`config.mk`:
```
export PLATFORM = sky130hd
export DESIGN_NAME = if_id_buffer
export DESIGN_NICKNAME = d
export VERILOG_FILES = /design/src/rtl/if_id_buffer.sv
export SDC_FILE = /design/constraint.sdc
export NUM_CORES = 1
export LEC_CHECK = 0
export CELL_PAD_IN_SITES_DETAIL_PLACEMENT = 2
export CELL_PAD_IN_SITES_GLOBAL_PLACEMENT = 2
export CORE_MARGIN = 10
export CORE_UTILIZATION = 36
export CTS_CLUSTER_DIAMETER = 40
export DETAILED_ROUTE_END_ITERATION = 12
export GPL_ROUTABILITY_DRIVEN = 0
export GPL_TIMING_DRIVEN = 0
export MAX_ROUTING_LAYER = met4
export PLACE_DENSITY = 0.92
export SETUP_SLACK_MARGIN = 0.5
export SLEW_MARGIN = 40
export SYNTH_ARGS = -nofsm -noshare
export SYNTH_HDL_FRONTEND = slang
export SYNTH_SLANG_ARGS = --single-unit
```
`constraint.sdc`:
```
create_clock -name clk -period 5.6 [get_ports clk]
set_input_delay 0.84 -clock clk [delete_from_list [all_inputs] [get_ports clk]]
set_output_delay 0.84 -clock clk [all_outputs]
set_load 0.005 [all_outputs]
```
`src/rtl/if_id_buffer.sv`:
```
// IF/ID elastic buffer: a DEPTH-entry circular FIFO of {instr, pc} with valid/ready on both sides,
// flush to empty, NOP on an empty head, plus a saturating stall counter and a sticky misaligned-PC flag.
module if_id_buffer #(
   parameter int unsigned DEPTH = 2,
   parameter logic [31:0] NOP   = 32'hC8000000,
   parameter int unsigned CNT_W = 16
) (
   input  logic             clk,
   input  logic             rst,
   input  logic             in_valid,
   output logic             in_ready,
   input  logic [31:0]      in_instr,
   input  logic [31:0]      in_pc,
   input  logic             flush,
   output logic             out_valid,
   input  logic             out_ready,
   output logic [31:0]      out_instr,
   output logic [31:0]      out_pc,
   output logic             out_is_branch,
   output logic [CNT_W-1:0] stall_count,
   output logic             misalign
);

   localparam int unsigned PTR_W = (DEPTH > 1) ? $clog2(DEPTH) : 1;
   localparam logic [PTR_W:0] FULL_CNT = (PTR_W + 1)'(DEPTH);

   typedef logic [PTR_W-1:0] ptr_t;

   logic [31:0]      instr_q [DEPTH];
   logic [31:0]      pc_q    [DEPTH];
   ptr_t             wr_ptr_q, wr_ptr_d;
   ptr_t             rd_ptr_q, rd_ptr_d;
   logic [PTR_W:0]   count_q, count_d;
   logic [CNT_W-1:0] stall_q, stall_d;
   logic             misalign_q, misalign_d;
   logic             push, pop;

   assign in_ready  = (count_q < FULL_CNT);
   assign out_valid = (count_q != '0);
   assign push      = in_valid & in_ready;
   assign pop       = out_valid & out_ready;

   always_comb begin
      wr_ptr_d   = wr_ptr_q;
      rd_ptr_d   = rd_ptr_q;
      count_d    = count_q;
      stall_d    = stall_q;
      // A push discarded by a flush still reports its misaligned pc.
      misalign_d = misalign_q | (push & (in_pc[1:0] != 2'b00));
      if (flush) begin
         wr_ptr_d = '0;
         rd_ptr_d = '0;
         count_d  = '0;
      end else begin
         if (push) wr_ptr_d = ptr_t'(wr_ptr_q + 1'b1);
         if (pop)  rd_ptr_d = ptr_t'(rd_ptr_q + 1'b1);
         case ({push, pop})
            2'b10:   count_d = count_q + 1'b1;
            2'b01:   count_d = count_q - 1'b1;
            default: count_d = count_q;
         endcase
         if (out_valid && !out_ready && (stall_q != '1)) stall_d = stall_q + 1'b1;
      end
   end

   always_ff @(posedge clk) begin
      if (rst) begin
         wr_ptr_q   <= '0;
         rd_ptr_q   <= '0;
         count_q    <= '0;
         stall_q    <= '0;
         misalign_q <= 1'b0;
         for (int unsigned i = 0; i < DEPTH; i++) begin
            instr_q[i] <= '0;
            pc_q[i]    <= '0;
         end
      end else begin
         wr_ptr_q   <= wr_ptr_d;
         rd_ptr_q   <= rd_ptr_d;
         count_q    <= count_d;
         stall_q    <= stall_d;
         misalign_q <= misalign_d;
         if (push && !flush) begin
            instr_q[wr_ptr_q] <= in_instr;
            pc_q[wr_ptr_q]    <= in_pc;
         end
      end
   end

   assign out_instr     = out_valid ? instr_q[rd_ptr_q] : NOP;
   assign out_pc        = out_valid ? pc_q[rd_ptr_q] : '0;
   assign out_is_branch = out_valid &&
                          ((out_instr[31:25] == 7'b1100000) || (out_instr[31:25] == 7'b1100010));
   assign stall_count   = stall_q;
   assign misalign      = misalign_q;

endmodule

```
==> impl_metrics.py, run 1 <==
metrics = {
    "timing": {
        "fmax_mhz": 263,
        "finalClockSkew_ns": 0.00862,
        "rsz0062_at_grt": "false",
        "finalHoldViolCount": 0,
        "period_share": 0.680,
        "drv_slew": 0,
        "timing.setup.tns_ns": 0,
        "finalWorstSetupSlack_ns": 1.79,
        "worst_pin_slew_ns": 0.751,
        "setup_violations": 0,
        "holdWs_ns": 0.471,
        "slew_headroom": 0.495,
        "fin_crit_ns": 3.81,
    },
    "hold_path": {
        "hold_depth": 2,
        "hp-start": "misalign",
        "hold_class": "reg2reg",
        "hold_end": "misalign",
    },
    "floorplan": {
        "fp-row-count": 50,
        "fp.coreArea_um2": 18700,
        "die_x_um": 158,
        "die_area_um2": 24900,
        "die_y_um": 158,
        "pin_count": 153,
        "start_util": 0.365,
    },
    "power_and_ir_drop": {
        "irDropWorstVdd_v": 0.000235,
        "power_w": 0.00284,
        "p_per_area_nw_per_um2": 303,
        "p_leak_nw": 3.25,
    },
    "global_route": {
        "grt_remaining_overflow": 0,
        "antenna_found_initial": 2,
        "grt_pass1_wl_um": 33400,
        "grt_max_degree": 36,
        "grt_usage": 0.183,
        "grt_pass1_vias": 5539,
    },
    "synth": {
        "synth_area_per_cell_um2": 12.4,
        "synth_compound_area_frac": 0.0161,
        "synth.distinct_cells": 41,
        "synthMuxAreaShare": 0.107,
        "synth-simple-area-share": 0.213,
        "syn_nets": 623,
        "ys_warn_count": 0,
        "synth_adder_area_share": 0.00367,
        "synth_top_family_by_area": "simple AND/OR/NAND/NOR gates",
        "ys_seq_area_frac": 0.628,
        "synth_edf_count": 128,
        "synth_xor_area_frac": 0.00642,
        "async_flop_share": 0,
        "synthCells": 552,
        "ys.flop_type": "edfxtp_1",
        "netlist_area_um2": 6820,
        "synth-seq-cells": 150,
    },
    "worst_setup_path": {
        "arrival_ns": 2.97,
        "ff2ff_path_depth": 6,
        "timing.rr.start": "count_q[1]",
        "r2r_slack_ns": 2.92,
        "start_kind": "register",
        "timing.rr.end": "pc_q[1][19]",
        "crit_path_end_kind": "primary output",
        "path_class": "reg2out",
        "crit_required_ns": 4.76,
        "cp_max_fo": 10,
    },
    "place": {
        "port-buffer-count": 151,
        "pre_cts_slack_ns": 1.84,
        "dp_hpwl_um": 16100,
    },
    "routing": {
        "firstDrtPassIters": 5,
        "routed_wl_um": 22100,
        "antenna_left": 0,
        "wire_per_inst_um": 22.7,
        "drc": 0,
        "num_vias": 4868,
        "drtIter0Drc": 190,
        "avgViaCountPerCell": 5.00,
    },
    "clock_network": {
        "cts_sinks": 150,
        "cts_tree": "done",
        "clockRootBuffer": "clkbuf_16",
        "clk_latency_ns": 0.43,
        "cts.repair.resized": 0,
        "htreeDepth": 4,
        "cts_hold_buf": 0,
        "cts_buffer_depth": 2,
        "cts_setup_buffers": 0,
        "clkTransAtPathRegs_ns": 0.06,
        "cts_buffers": 17,
    },
    "final_layout": {
        "drive_gt1_frac": 0.0828,
        "syn2layout_area_growth_pct": 36.9,
        "fill_cells": 1833,
        "fin_nets": 795,
    },
    "status": {
        "status": "completed",
    },
    "job": {
        "maxCapViolations": 0,
    },
}
[where the power goes]
part	switching (W)	internal, W	leakage (nW)
registers	0.0000190	0.00126	1.51
logic	0.000126	0.000121	1.42
clock network	0.000473	0.000833	0.317
[logic make-up (layout without fill, tap and decap cells)]
logic type | after synthesis | in the layout
AOI/OAI and AO/OA | 17 | 17
xor gates and xnor gates | 5 | 5
adders and majority gates | 2 | 2
buffers and inverters | 42 | 227
DFF | 150 | 150
muxes | 72 | 72
other | 0 | 3
and+or+nand+nor | 264 | 264
[registers in the layout (all words and copies together), names as in the netlist, named ones only]
| signal | count |
|---|---|
| wr_ptr_q | 1 |
| count_q | 2 |
| instr_q | 64 |
| stall_count | 16 |
| misalign | 1 |
| pc_q | 64 |
| rd_ptr_q | 1 |
[how the worst max path moves through the flow]
stage                     slack, ns  startpoint            end  depth (start not counted)
after floorplan                2.77    in_valid  instr_q[1][0]                          5
after global placement         1.19    in_valid    pc_q[1][24]                          6
after detailed placement       1.84    in_valid    pc_q[1][24]                          7
after CTS                      1.76  count_q[1]  out_instr[26]                          5
after global routing           1.61  count_q[1]     out_pc[23]                          5
final                          1.79  count_q[1]  out_instr[26]                          5
[layer usage]
layer / up-vias / part of all wire / GRT usage
met5: - / 0 / -
met4: 0 / 0.021 / 0.0588
met3: 32 / 0.053 / 0.0448
met2: 141 / 0.52 / 0.319
met1: 2410 / 0.41 / 0.203
li1: 2285 / - / -
[synthesized netlist by cell type, drive strengths merged (2+ instances only)]
cell / n / area share
a21oi: 6 / 0.0044
and2: 130 / 0.12
buf: 11 / 0.0088
clkbuf: 22 / 0.012
dfxtp: 22 / 0.065
edfxtp: 128 / 0.56
ha: 2 / 0.0037
inv: 9 / 0.0053
mux2: 7 / 0.012
mux2i: 65 / 0.095
nand2: 11 / 0.0061
nand3: 6 / 0.0059
nand4: 5 / 0.0046
nor2: 73 / 0.041
nor2b: 7 / 0.0068
nor3: 9 / 0.0066
nor4: 11 / 0.010
o21ai: 3 / 0.0022
o31ai: 3 / 0.0033
o41ai: 2 / 0.0026
or2: 3 / 0.0028
or3: 2 / 0.0022
or4: 4 / 0.0046
xnor2: 4 / 0.0051
[critical path: stages (launching register included)]
cell and delay, ns:
dfxtp_1 0.36, nor2_2 0.58, clkbuf_1 0.53, buf_1 0.45
nor2_1 0.13, clkdlybuf4s50_1 0.47
[area by class of cell]
cell class / count / area (um2) / area share
Clock inverter: 14 / 231 / 0.0248
Sequential cell: 150 / 4280 / 0.459
Tap cell: 234 / 293 / 0.0313
Inverter: 9 / 36.3 / 0.00388
Buffer: 33 / 144 / 0.0154
Multi-Input combinational cell: 360 / 2360 / 0.253
Clock buffer: 18 / 429 / 0.0459
Antenna cell: 3 / 7.51 / 0.000804
Timing Repair Buffer: 153 / 1550 / 0.166
[through the flow]
stage           util  area [um2]  instances
3_5_place_dp   0.464        8670        939
2_1_floorplan      -        6820        552
5_1_grt        0.499        9340        973
4_1_cts        0.499        9330        971
6_report       0.499        9340        974
3_3_place_gp   0.461        8630        937
[layout by cell type, fill, tap and decap left out, types with 3 or more instances in the layout]
master | synthesis | routed
mux2_2 | 7 | 7
o31ai_1 | 3 | 3
nand4_1 | 5 | 5
a21oi_1 | 6 | 6
clkbuf_1 | 21 | 22
clkdlybuf4s50_1 | 0 | 151
or4_1 | 3 | 3
inv_1 | 7 | 7
xnor2_1 | 4 | 4
nand2_1 | 11 | 11
diode_2 | 0 | 3
o21ai_0 | 3 | 3
clkinv_2 | 0 | 3
bufinv_16 | 0 | 6
nor2_1 | 72 | 72
edfxtp_1 | 128 | 128
nand3_1 | 4 | 4
and2_1 | 130 | 130
dfxtp_1 | 22 | 22
clkbuf_16 | 0 | 17
nor3_1 | 9 | 9
mux2i_1 | 65 | 65
nor4_1 | 11 | 11
buf_2 | 9 | 9
nor2b_1 | 6 | 6
(Power assumes the default switching activity.)
==> run 2, diff against run 1 <==
CORE_UTILIZATION = 33   (was 36)
PLACE_DENSITY = 0.85   (was 0.92)
clock period = 3.86 ns   (was 5.6 ns; I/O delays follow)
==> run 2 against run 1 <==
  * Largest cell class unchanged
  * Clock skew down 0.00091 ns
  * Setup slack worse by 1.1 ns
  * Critical path depth unchanged
  * Register-to-register slack worse by 1.9 ns
  * Hold slack worse by 0.015 ns
  * Critical path type unchanged
  * Sequential share of layout area down 0.061 points
  * Combinational power up 44%
  * Highest routed layer unchanged
  * Clock-buffer cell count down 1
==> impl_metrics.py, run 2 (synthesis results as in run 1) <==
metrics = {
    "worst_setup_path": {
        "path_cells": "nor2_4, clkbuf_2, buf_1, nor2_1, clkdlybuf4s50_1",
        "arrival_ns": 2.57,
        "timing.rr.start": "count_q[1]",
        "ff2ff_path_depth": 6,
        "crit_required_ns": 3.28,
        "cp_max_fo": 10,
        "path_class": "reg2out",
        "crit_path_end_kind": "primary output",
        "timing.rr.end": "pc_q[1][15]",
        "slowest_stage": "clkdlybuf4s50_1",
        "start_kind": "register",
        "slowest_delay_ns": 0.49,
        "r2r_slack_ns": 1.04,
    },
    "floorplan": {
        "fp.coreArea_um2": 20300,
        "die_area_um2": 26800,
        "die_x_um": 164,
        "fp-row-count": 52,
        "pin_count": 153,
        "die_y_um": 164,
        "start_util": 0.336,
    },
    "power_and_ir_drop": {
        "switching_share": 0.223,
        "p_per_area_nw_per_um2": 426,
        "power_w": 0.00398,
        "p_leak_nw": 3.24,
        "intPower_w": 0.00310,
        "p_switching_w": 0.000887,
        "seq_power_share": 0.467,
        "combPwrFrac": 0.089,
        "p_clk_frac": 0.444,
        "irDropWorstVdd_v": 0.000301,
    },
    "global_route": {
        "antenna_found_initial": 1,
        "grt_pass1_vias": 5640,
        "grt_max_degree": 38,
        "grt_remaining_overflow": 0,
        "grt_usage": 0.163,
        "grt_pass1_wl_um": 32500,
    },
    "place": {
        "port-buffer-count": 151,
        "dp_hpwl_um": 15500,
        "placed_cells_incl_taps": 975,
        "pre_cts_slack_ns": 0.295,
    },
    "clock_network": {
        "cts_sinks": 150,
        "htreeDepth": 4,
        "clkTransAtPathRegs_ns": 0.07,
        "cts_hold_buf": 0,
        "clk_latency_ns": 0.42,
        "cts_buffer_depth": 2,
        "cts_setup_buffers": 0,
        "cts_tree": "done",
        "cts_buffers": 17,
        "clockRootBuffer": "clkbuf_16",
    },
    "timing": {
        "fin_crit_ns": 3.15,
        "setup_violations": 0,
        "finalClockSkew_ns": 0.00771,
        "finalHoldViolCount": 0,
        "timing.setup.tns_ns": 0,
        "worst_pin_slew_ns": 0.796,
        "drv_slew": 0,
        "fmax_mhz": 318,
        "period_share": 0.816,
        "finalWorstSetupSlack_ns": 0.712,
        "holdWs_ns": 0.456,
        "slew_headroom": 0.466,
        "rsz0062_at_grt": "false",
    },
    "final_layout": {
        "final_cell_mix": "clkdlybuf4s50_1, and2_1, edfxtp_1",
        "layout_commonest_cell": "clkdlybuf4s50_1",
        "ff_latch_area_um2": 4280,
        "drive_gt1_frac": 0.0841,
        "final_cells": 1008,
        "fin_nets": 795,
        "fill_cells": 2077,
        "syn2layout_area_growth_pct": 37.1,
        "multi_input_area_um2": 2370,
    },
    "routing": {
        "num_vias": 4846,
        "firstDrtPassIters": 4,
        "routed_wl_um": 20900,
        "wire_per_inst_um": 20.7,
        "antenna_left": 0,
        "drtIter0Drc": 188,
        "avgViaCountPerCell": 4.81,
        "drc": 0,
    },
    "hold_path": {
        "hold_class": "reg2reg",
        "hp-start": "misalign",
        "hold_end": "misalign",
        "hold_depth": 2,
    },
    "job": {
        "maxCapViolations": 0,
    },
    "status": {
        "status": "completed",
    },
}
-- run 2: cell count changes in the layout (fill, tap and decap cells not counted), sizes merged --
cell | previous run | this run
diode | 3 | 1
clkinv | 6 | 7
clkinvlp | 2 | 1
clkbuf | 40 | 39
bufinv | 6 | 4
inv | 9 | 12
-- run 2: layout make-up --
cell class | count | share of cell area
multi-input cells | 360 | 0.253
repair buffers | 153 | 0.166
flip-flops and latches | 150 | 0.458
diodes | 1 | 0.000268
inverters | 9 | 0.00388
plain buffers | 33 | 0.0155
clock buffers | 17 | 0.0455
clock inverters | 15 | 0.0215
well taps | 270 | 0.0361
-- run 2: power groups by stage --
stage | registers [W] | logic [W] | clock network [W]
2_1_floorplan | 0.00188 | 0.000142 | 0
3_3_place_gp | 0.00189 | 0.000338 | 0
3_5_place_dp | 0.00189 | 0.000362 | 0
4_1_cts | 0.00186 | 0.000365 | 0.00180
5_1_grt | 0.00186 | 0.000390 | 0.00187
6_report | 0.00186 | 0.000354 | 0.00177
-- run 2: worst max path at each step --
| stage | from | end | slack [ns] |
|---|---|---|---|
| 2_1_floorplan | in_valid | instr_q[1][0] | 1.29 |
| 3_3_place_gp | in_valid | pc_q[0][24] | -0.32 |
| 3_5_place_dp | in_valid | pc_q[1][23] | 0.29 |
| 4_1_cts | register | out_pc[19] | 0.64 |
| 5_1_grt | register | out_is_branch | 0.51 |
| 6_report | count_q[1] | out_instr[26] | 0.71 |
-- run 2: repair_timing --
action | 4_1_cts | 5_1_grt
resized for setup | 2 | 0
endpoints found under the hold margin | 0 | 0
endpoints found under the setup margin | 10 | 0
-- run 2: routing by layer --
layer  vias up  routed length (um)  global-route usage  share of wire
li1       2282                   -                   -              -
met1      2435                8590               0.177           0.41
met2       113               11100               0.289           0.53
met3        16                 949              0.0385          0.045
met4         0                 246              0.0483          0.012
met5         -                   0                   -              0
-- run 2: worst max-delay path: cells and delay by family, from the launching register on --
kind | cells | cell delay (ns)
buffers and inverters | 3 | 1.26
DFF | 1 | 0.39
and+or+nand+nor | 2 | 0.50
-- run 2: per-stage QoR --
stage	area, um2	util
after floorplan	6820	-
final	9350	0.461
after global placement	8670	0.427
after CTS	9350	0.461
after detailed placement	8720	0.429
after global routing	9350	0.461
==> run 3, diff against run 2 <==
clock period = 3.2 ns   (was 3.86 ns; I/O delays follow)
==> run 3 against run 2 <==
  * Hold slack got worse by 0.078 ns
  * Routed wire length increased by 3.2%
  * Flip-flop and latch count unchanged
  * Global-route usage increased by 0.51 points
  * Non-clock buffer count increased by 8
  * Critical endpoint is now out_pc[19]
  * Critical path depth increased by 1
  * Largest power group unchanged
  * Register-to-register slack got worse by 0.18 ns
  * Setup slack got worse by 0.12 ns
  * Highest routed layer unchanged
==> impl_metrics.py, run 3 (synthesis results as in run 1) <==
metrics = {
    "final_layout": {
        "syn2layout_area_growth_pct": 39.4,
        "final_util": 0.469,
        "fin_nets": 805,
        "drive_gt1_frac": 0.114,
        "layout_commonest_cell": "clkdlybuf4s50_1",
        "final_cell_mix": "clkdlybuf4s50_1, and2_1, edfxtp_1",
    },
    "floorplan": {
        "die_y_um": 164,
        "pin_count": 153,
        "die_x_um": 164,
        "fp-row-count": 52,
        "start_util": 0.336,
        "fp.coreArea_um2": 20300,
        "die_area_um2": 26800,
    },
    "clock_network": {
        "clk_latency_ns": 0.42,
        "clkTransAtPathRegs_ns": 0.06,
        "cts_sinks": 150,
        "cts_buffer_depth": 2,
        "htreeDepth": 4,
        "clockRootBuffer": "clkbuf_16",
        "cts_tree": "done",
        "cts_buffers": 17,
    },
    "worst_setup_path": {
        "path_class": "reg2out",
        "crit_required_ns": 2.72,
        "arrival_ns": 2.13,
        "crit_path_end_kind": "primary output",
        "cp_max_fo": 10,
        "r2r_slack_ns": 0.86,
        "start_kind": "register",
    },
    "timing": {
        "worst_pin_slew_ns": 0.795,
        "fin_crit_ns": 2.61,
        "finalClockSkew_ns": 0.00844,
        "setup_violations": 0,
        "slew_headroom": 0.466,
        "finalHoldViolCount": 0,
        "rsz0062_at_grt": "true",
        "drv_slew": 0,
        "fmax_mhz": 384,
        "period_share": 0.814,
    },
    "global_route": {
        "antenna_found_initial": 1,
        "gr-max-usage-layer": "met2",
        "grt_remaining_overflow": 0,
        "grt_pass1_vias": 5695,
        "use_met2": 0.298,
        "grt_pass1_wl_um": 33400,
        "use_met3": 0.0421,
        "grt_usage": 0.168,
        "use_met1": 0.184,
        "grt_max_degree": 38,
    },
    "place": {
        "dp_hpwl_um": 15500,
        "port-buffer-count": 151,
    },
    "power_and_ir_drop": {
        "power_w": 0.00483,
        "p_per_area_nw_per_um2": 508,
        "p_leak_nw": 3.33,
        "irDropWorstVdd_v": 0.000363,
    },
    "routing": {
        "firstDrtPassIters": 4,
        "num_vias": 4914,
        "drc": 0,
        "wire_per_inst_um": 21.2,
        "routed_wl_um": 21500,
        "drtIter0Drc": 188,
        "avgViaCountPerCell": 4.83,
        "antenna_left": 0,
    },
    "hold_path": {
        "hold_class": "in2reg",
    },
    "job": {
        "maxCapViolations": 0,
    },
    "status": {
        "status": "completed",
    },
}
run 3: cell count changes in the layout (fill, tap and decap cells not counted), sizes merged:
cell           previous run  this run
or2                       3         5
dlymetal6s2s              0         1
clkdlybuf4s50           151       150
buf                      13        19
clkbuf                   39        41
run 3: stage by stage:
step | worst slack [ns] | hold slack, ns | cells | setup TNS [ns] | cell area (um2)
floorplan | 0.729 | 0.442 | 552 | 0 | 6820
global placement | -0.881 | 0.448 | 973 | -104.96 | 8670
detailed placement | -0.266 | 0.450 | 975 | -17.40 | 8720
CTS | 0.496 | 0.349 | 1015 | 0 | 9460
global route | 0.453 | 0.382 | 1018 | 0 | 9510
finish | 0.595 | 0.378 | 1018 | 0 | 9510
run 3: layout make-up:
cell class              count  area (um2)
multi-input cells         362        2410
well taps                 270         338
repair buffers            161        1610
clock buffers              17         425
clock inverters            15         201
diodes                      1        2.50
plain buffers              33         190
inverters                   9        36.3
flip-flops and latches    150        4290
fillers                  2061       10800
run 3: per-layer routing:
metal	vias to the layer above	share of wire	wire length, um
li1	2306	-	-
met1	2486	0.41	8930
met2	106	0.53	11400
met3	16	0.043	931
met4	0	0.011	244
met5	-	0	0
run 3: worst max-delay path, stage by stage (launching register included):
cell	delay, ns
dfxtp_1	0.32
buf_6	0.17
buf_6	0.20
buf_6	0.20
mux2i_1	0.25
nor2_1	0.08
clkdlybuf4s50_1	0.47
run 3: path summary, 6_finish.rpt:
kind               from         end  depth (start not counted)
max            register  out_pc[19]                          6
min               flush    wr_ptr_q                          2
max reg2reg  count_q[1]  pc_q[1][6]                          5
min reg2reg    misalign    misalign                          2
run 3: power by group:
group / switching [W] / total, W / internal, W / leakage (nW)
clock: 0.000825 / 0.00214 / 0.00131 / 0.303
sequential: 0.0000313 / 0.00224 / 0.00221 / 1.51
combinational: 0.000225 / 0.000455 / 0.000230 / 1.51
run 3: timing repair:
action	in CTS	in global routing
pin swaps	1	0
endpoints found under the setup margin	191	112
setup buffers	6	2
resized for setup	17	21
gates cloned	2	0
hold buffers	0	0
